**config.mk**
```make
export PLATFORM = sky130hd
export DESIGN_NAME = matrix_stream_loader
export DESIGN_NICKNAME = d
export VERILOG_FILES = /design/src/rtl/matrix_stream_loader.sv
export SDC_FILE = /design/constraint.sdc
export NUM_CORES = 1
export LEC_CHECK = 0
export ABC_AREA = 0
export CORE_ASPECT_RATIO = 1.4
export CORE_MARGIN = 2
export CORE_UTILIZATION = 57
export CTS_CLUSTER_SIZE = 28
export DETAILED_ROUTE_END_ITERATION = 12
export PLACE_DENSITY = 0.81
export SYNTH_ARGS = -nofsm -noshare
export SYNTH_HDL_FRONTEND = slang
export SYNTH_SLANG_ARGS = --single-unit
```
**constraint.sdc**
```tcl
create_clock -name clk -period 6.4 [get_ports clk]
set_input_delay 1.6 -clock clk [delete_from_list [all_inputs] [get_ports clk]]
set_output_delay 1.6 -clock clk [all_outputs]
set_load 0.02 [all_outputs]
```
**src/rtl/matrix_stream_loader.sv**
```systemverilog
// matrix_stream_loader
//   Buffers a 50-byte operand stream (A row-major, then B row-major) and then
//   drives the skewed west/north edge feed of a 5x5 systolic array, followed
//   by a zero flush and a one-cycle completion pulse.
// Ports
//   clk, rst              rising-edge clock, synchronous active-high reset
//   in_data/in_valid      operand byte stream from the host
//   in_ready              byte accepted this cycle (LOAD only, low during rst)
//   a1..a5                west-edge operands, row i-1 of A, skewed by i-1
//   b1..b5                north-edge operands, column j-1 of B, skewed by j-1
//   feed_valid            high for the 9 skewed data cycles
//   busy                  high in FEED, FLUSH and DONE
//   feed_done             one-cycle pulse after feed and flush
module matrix_stream_loader #(
  parameter int DW        = 8,
  parameter int FLUSH_CYC = 5
) (
  input  logic          clk,
  input  logic          rst,
  input  logic [DW-1:0] in_data,
  input  logic          in_valid,
  output logic          in_ready,
  output logic [DW-1:0] a1,
  output logic [DW-1:0] a2,
  output logic [DW-1:0] a3,
  output logic [DW-1:0] a4,
  output logic [DW-1:0] a5,
  output logic [DW-1:0] b1,
  output logic [DW-1:0] b2,
  output logic [DW-1:0] b3,
  output logic [DW-1:0] b4,
  output logic [DW-1:0] b5,
  output logic          feed_valid,
  output logic          busy,
  output logic          feed_done
);

  localparam int NB  = 50;
  localparam int FCW = (FLUSH_CYC > 1) ? $clog2(FLUSH_CYC) : 1;

  typedef enum logic [1:0] {LOAD, FEED, FLUSH, DONE} state_t;

  state_t          state, next_state;
  logic [5:0]      k;
  logic [3:0]      t;
  logic [FCW-1:0]  fcnt;
  logic [DW-1:0]   buffer [NB];
  logic            xfer;
  logic [DW-1:0]   a_lane [5];
  logic [DW-1:0]   b_lane [5];

  assign in_ready = (state == LOAD) && !rst;
  assign xfer     = in_valid && in_ready;

  always_comb begin
    next_state = state;
    case (state)
      LOAD:  if (xfer && k == 6'd49) next_state = FEED;
      FEED:  if (t == 4'd8) next_state = (FLUSH_CYC == 0) ? DONE : FLUSH;
      FLUSH: if (fcnt == FCW'(FLUSH_CYC - 1)) next_state = DONE;
      DONE:  next_state = LOAD;
      default: next_state = LOAD;
    endcase
  end

  always_ff @(posedge clk) begin
    if (rst) begin
      state <= LOAD;
      k     <= '0;
      t     <= '0;
      fcnt  <= '0;
    end else begin
      state <= next_state;
      case (state)
        LOAD: begin
          t    <= '0;
          fcnt <= '0;
          if (xfer) k <= (k == 6'd49) ? '0 : k + 6'd1;
        end
        FEED:  t <= (t == 4'd8) ? '0 : t + 4'd1;
        FLUSH: fcnt <= (next_state == DONE) ? '0 : fcnt + FCW'(1);
        DONE: begin
          k    <= '0;
          t    <= '0;
          fcnt <= '0;
        end
        default: ;
      endcase
    end
  end

  // Operand storage is deliberately not reset: FEED is only reachable after
  // 50 fresh writes, so stale contents can never reach the outputs.
  always_ff @(posedge clk) begin
    if (xfer) buffer[k] <= in_data;
  end

  // Lane i carries element t-i of its row/column while 0 <= t-i <= 4.
  always_comb begin
    for (int unsigned i = 0; i < 5; i++) begin
      a_lane[i] = '0;
      b_lane[i] = '0;
    end
    if (state == FEED) begin
      for (int unsigned i = 0; i < 5; i++) begin
        if (32'(t) >= i && 32'(t) - i <= 32'd4) begin
          a_lane[i] = buffer[6'(5 * i + 32'(t) - i)];
          b_lane[i] = buffer[6'(25 + 5 * (32'(t) - i) + i)];
        end
      end
    end
  end

  assign a1 = a_lane[0];
  assign a2 = a_lane[1];
  assign a3 = a_lane[2];
  assign a4 = a_lane[3];
  assign a5 = a_lane[4];
  assign b1 = b_lane[0];
  assign b2 = b_lane[1];
  assign b3 = b_lane[2];
  assign b4 = b_lane[3];
  assign b5 = b_lane[4];

  assign feed_valid = (state == FEED);
  assign busy       = (state != LOAD);
  assign feed_done  = (state == DONE);

endmodule

```
==> impl_metrics.csv <==
group,metric,value,unit
timing,clock.fmax,156,MHz
finish,regArea,12400,µm²
timing,fin_crit_sh,0.999,
clocking,hold_buffers,0,
power,swShare,0.277,
drt,drt_iter0_markers,3186,
timing,whs,0.509,ns
timing,setup_viol,0,
logic_synthesis,syn_nets,1945,
global_routing,grt-ovfl-total,0,
drt,drt_wl_total,103000,µm
min_path,hold_class,"reg -> reg",
clocking,cts_max_level,2,
power,max-vdd-ir-drop,260,µV
drt,ant_nets,0,
drt,drt_pre_antenna_iters,6,
clocking,ctsLongestPathBuffers,3,
clocking,cts_made_buffers,40,
logic_synthesis,ys_types,74,
floorplanning,die_w,193,µm
drt,vias_per_cell,7.81,
clocking,clock_latency,0.56,ns
logic_synthesis,synthArstFlopShare,0,
finish,syn_to_final_growth,11.7,%
power,power.leakage,0.0105,µW
power,seqPwrFrac,0.467,
setup_path,worstSetupPathType,"reg -> out",
setup_path,start_kind,"flip-flop",
timing,finalCriticalPeriod,6.39,ns
finish,fin_nets,2035,
timing,postLayoutSetupSlackWorst,0.00563,ns
clocking,path_clk_slew,0.07,ns
logic_synthesis,ys_ff_latch,419,
logic_synthesis,yosys_warnings,0,
power,p_clk_frac,0.341,
timing,slew-limit-headroom,0.0413,
drt,wl_per_cell,39.0,µm
timing,hold_violations,0,
clocking,cts.sinks,419,
setup_path,cp.arrival,4.79,ns
timing,drv_slew,0,
power,p_comb_frac,0.192,
floorplanning,die-area,51600,µm²
power,power_density,205,nW/µm²
floorplanning,core_region_area,49100,µm²
global_routing,grt_usage,0.405,
timing,tightest_slew,1.43,ns
setup_path,end_kind,"output port",
outcome,status,"complete, no violations",
finish,multi_input_area,15300,µm²
placement,dp_slack,0.236,ns
logic_synthesis,synthesis.instances,1874,
placement,dp_hpwl,74300,µm
placement,io_buffers,94,
setup_path,timing.rr.start,"state[0]",
logic_synthesis,syn_avg_cell_area,15.2,µm²
power,power.switching,1800,µW
floorplanning,rows,96,
global_routing,grt_max_degree,112,
logic_synthesis,netlist_area,28400,µm²
min_path,min_from,"fcnt[1]",
finish,utilization,0.645,
floorplanning,ios,95,
logic_synthesis,synth-edff-count,400,
setup_path,cp_max_fo,11,
power,p_int,4690,µW
floorplanning,chipHeight,268,µm
drt,num_vias,20547,
logic_synthesis,synthFlopType,"edfxtp_1",
global_routing,grt_pass1_vias,19993,
floorplanning,initial_core_util,0.578,
setup_path,cp.required,4.80,ns
global_routing,grt_pass1_wl,145000,µm
placement,routabilityCongestion,1.09,
global_routing,grt_antenna_before_repair,3,
finish,fill_cells,3408,
run,maxCapViolations,0,
power,total_power,6490,µW
clocking,root_buffer,"clkbuf_16",
drt,drc,0,
setup_path,crit_start,"t[1]",
finish,drive_above_1_share,0.317,
timing,clock_skew,0.0156,ns
clocking,cts_tree,"yes",
logic_synthesis,seq_area_frac_synth,0.436,
==> repair_timing <==
item                                    4_1_cts  5_1_grt
pin swaps                                     1        2
endpoints found under the setup margin       23       36
gates resized for setup                      26       49
hold endpoints to repair                      0        0
setup buffers                                 3        4
gates cloned                                  0        1
==> cell type report <==
class / instances / area share
multi-input cells: 1266 / 0.481
flip-flops and latches: 419 / 0.391
repair buffers: 199 / 0.0603
clock buffers: 48 / 0.0332
well taps: 637 / 0.0251
inverters: 38 / 0.00462
clock inverters: 24 / 0.00458
diodes: 1 / 0.0000789
==> cell usage in the layout (no fill, tap or decap), types with 8 or more instances in the layout <==
cell type	count
nand3_1	19
mux4_2	352
buf_12	10
a311oi_1	8
edfxtp_1	400
a22o_1	8
dlymetal6s2s_1	19
dfxtp_1	15
mux2i_1	133
xor2_1	11
inv_1	34
a31oi_1	11
a211oi_2	9
nor2_1	117
xnor2_1	13
o21ai_0	30
mux2_2	45
nand2_1	82
ha_1	52
a21oi_1	53
nor3_1	26
and2_1	20
a22oi_1	47
o22ai_1	20
clkbuf_16	42
mux4_1	17
clkdlybuf4s50_1	63
buf_4	89
a21o_1	12
a211oi_1	29
nor2b_1	33
==> sequential cells by signal, summed over array words and instances, names as in the netlist, named ones only <==
register	cells
buffer	400
fcnt	3
k	6
state	2
t	4
==> Yosys cell counts, drive strengths merged, types with 3 or more instances <==
| master | count | area (µm²) |
|---|---|---|
| edfxtp | 400 | 12000 |
| mux4 | 369 | 8370 |
| mux2i | 133 | 1330 |
| nor2 | 122 | 458 |
| buf | 87 | 719 |
| nand2 | 82 | 308 |
| clkbuf | 63 | 270 |
| a21oi | 57 | 285 |
| ha | 55 | 688 |
| a22oi | 47 | 353 |
| mux2 | 46 | 518 |
| a211oi | 38 | 290 |
| inv | 38 | 143 |
| nor2b | 34 | 213 |
| nor3 | 33 | 165 |
| o21ai | 31 | 155 |
| xnor2 | 22 | 193 |
| and2 | 21 | 131 |
| o22ai | 21 | 131 |
| dfxtp | 19 | 380 |
| nand3 | 19 | 95.1 |
| xor2 | 14 | 123 |
| a31oi | 13 | 81.3 |
| a21o | 12 | 90.1 |
| a22o | 8 | 70.1 |
| a311oi | 8 | 70.1 |
| o211ai | 8 | 65.1 |
| a221oi | 7 | 61.3 |
| nand3b | 7 | 52.6 |
| a2111oi | 6 | 58.8 |
| nand2b | 6 | 37.5 |
| fa | 5 | 100 |
| o221ai | 4 | 35.0 |
| o31ai | 3 | 22.5 |
| or3 | 3 | 18.8 |
| or4 | 3 | 22.5 |
==> logic make-up (layout without fill, tap and decap cells) <==
group           Yosys count  in the layout  synth area share
xor+xnor                 37             37            0.0119
mux                     548            548             0.360
fa+ha+maj                60             60            0.0278
buf+inv                 189            309            0.0402
simple gates            340            340            0.0555
flops                   419            419             0.436
compound gates          281            281            0.0681
other cells               0              1                 0
==> metrics by stage <==
step | instances | area [µm²] | setup TNS (ns)
global route | 2631 | 31700 | -0.00885
detailed placement | 2551 | 30100 | 0
CTS | 2626 | 31400 | -0.0566
finish | 2632 | 31700 | 0
floorplan | 1874 | 28500 | -0.00990
global placement | 2551 | 30100 | 0
==> routing by layer <==
metal | part of all wire | track usage | vias to the layer above
met1 | 0.32 | 0.514 | 10512
met3 | 0.12 | 0.0768 | 358
met4 | 0.084 | 0.266 | 4
met2 | 0.47 | 0.642 | 1680
met5 | 0.00022 | 0 | -
li1 | - | - | 7993
==> final timing paths <==
path	end	slack, ns	cells after the start
min reg2reg	fcnt[1]	0.51	2
max reg2reg	buffer[23][4]	2.85	7
max	b4[2]	0.006	14
min	fcnt[1]	0.51	2
==> worst max-delay path: stages (launching register included) <==
cell and delay [ns]:
dfxtp_4 0.39, inv_1 0.07, buf_4 0.18, ha_4 0.31, ha_1 0.31, inv_1 0.05
fa_1 0.50, inv_1 0.06, fa_1 0.47, xnor2_2 0.30, xor2_1 0.13, buf_6 0.20
a211oi_1 0.58, nor3_1 0.09, clkdlybuf4s50_1 0.59
==> power by group through the flow <==
stage | registers (µW) | clock network (µW) | logic [µW]
after floorplan | 3080 | 0 | 764
after global placement | 3090 | 0 | 1160
after detailed placement | 3090 | 0 | 1170
after CTS | 3030 | 2220 | 1190
after global routing | 3030 | 2310 | 1280
final | 3030 | 2210 | 1250
Power figures use the tool's default switching activity.
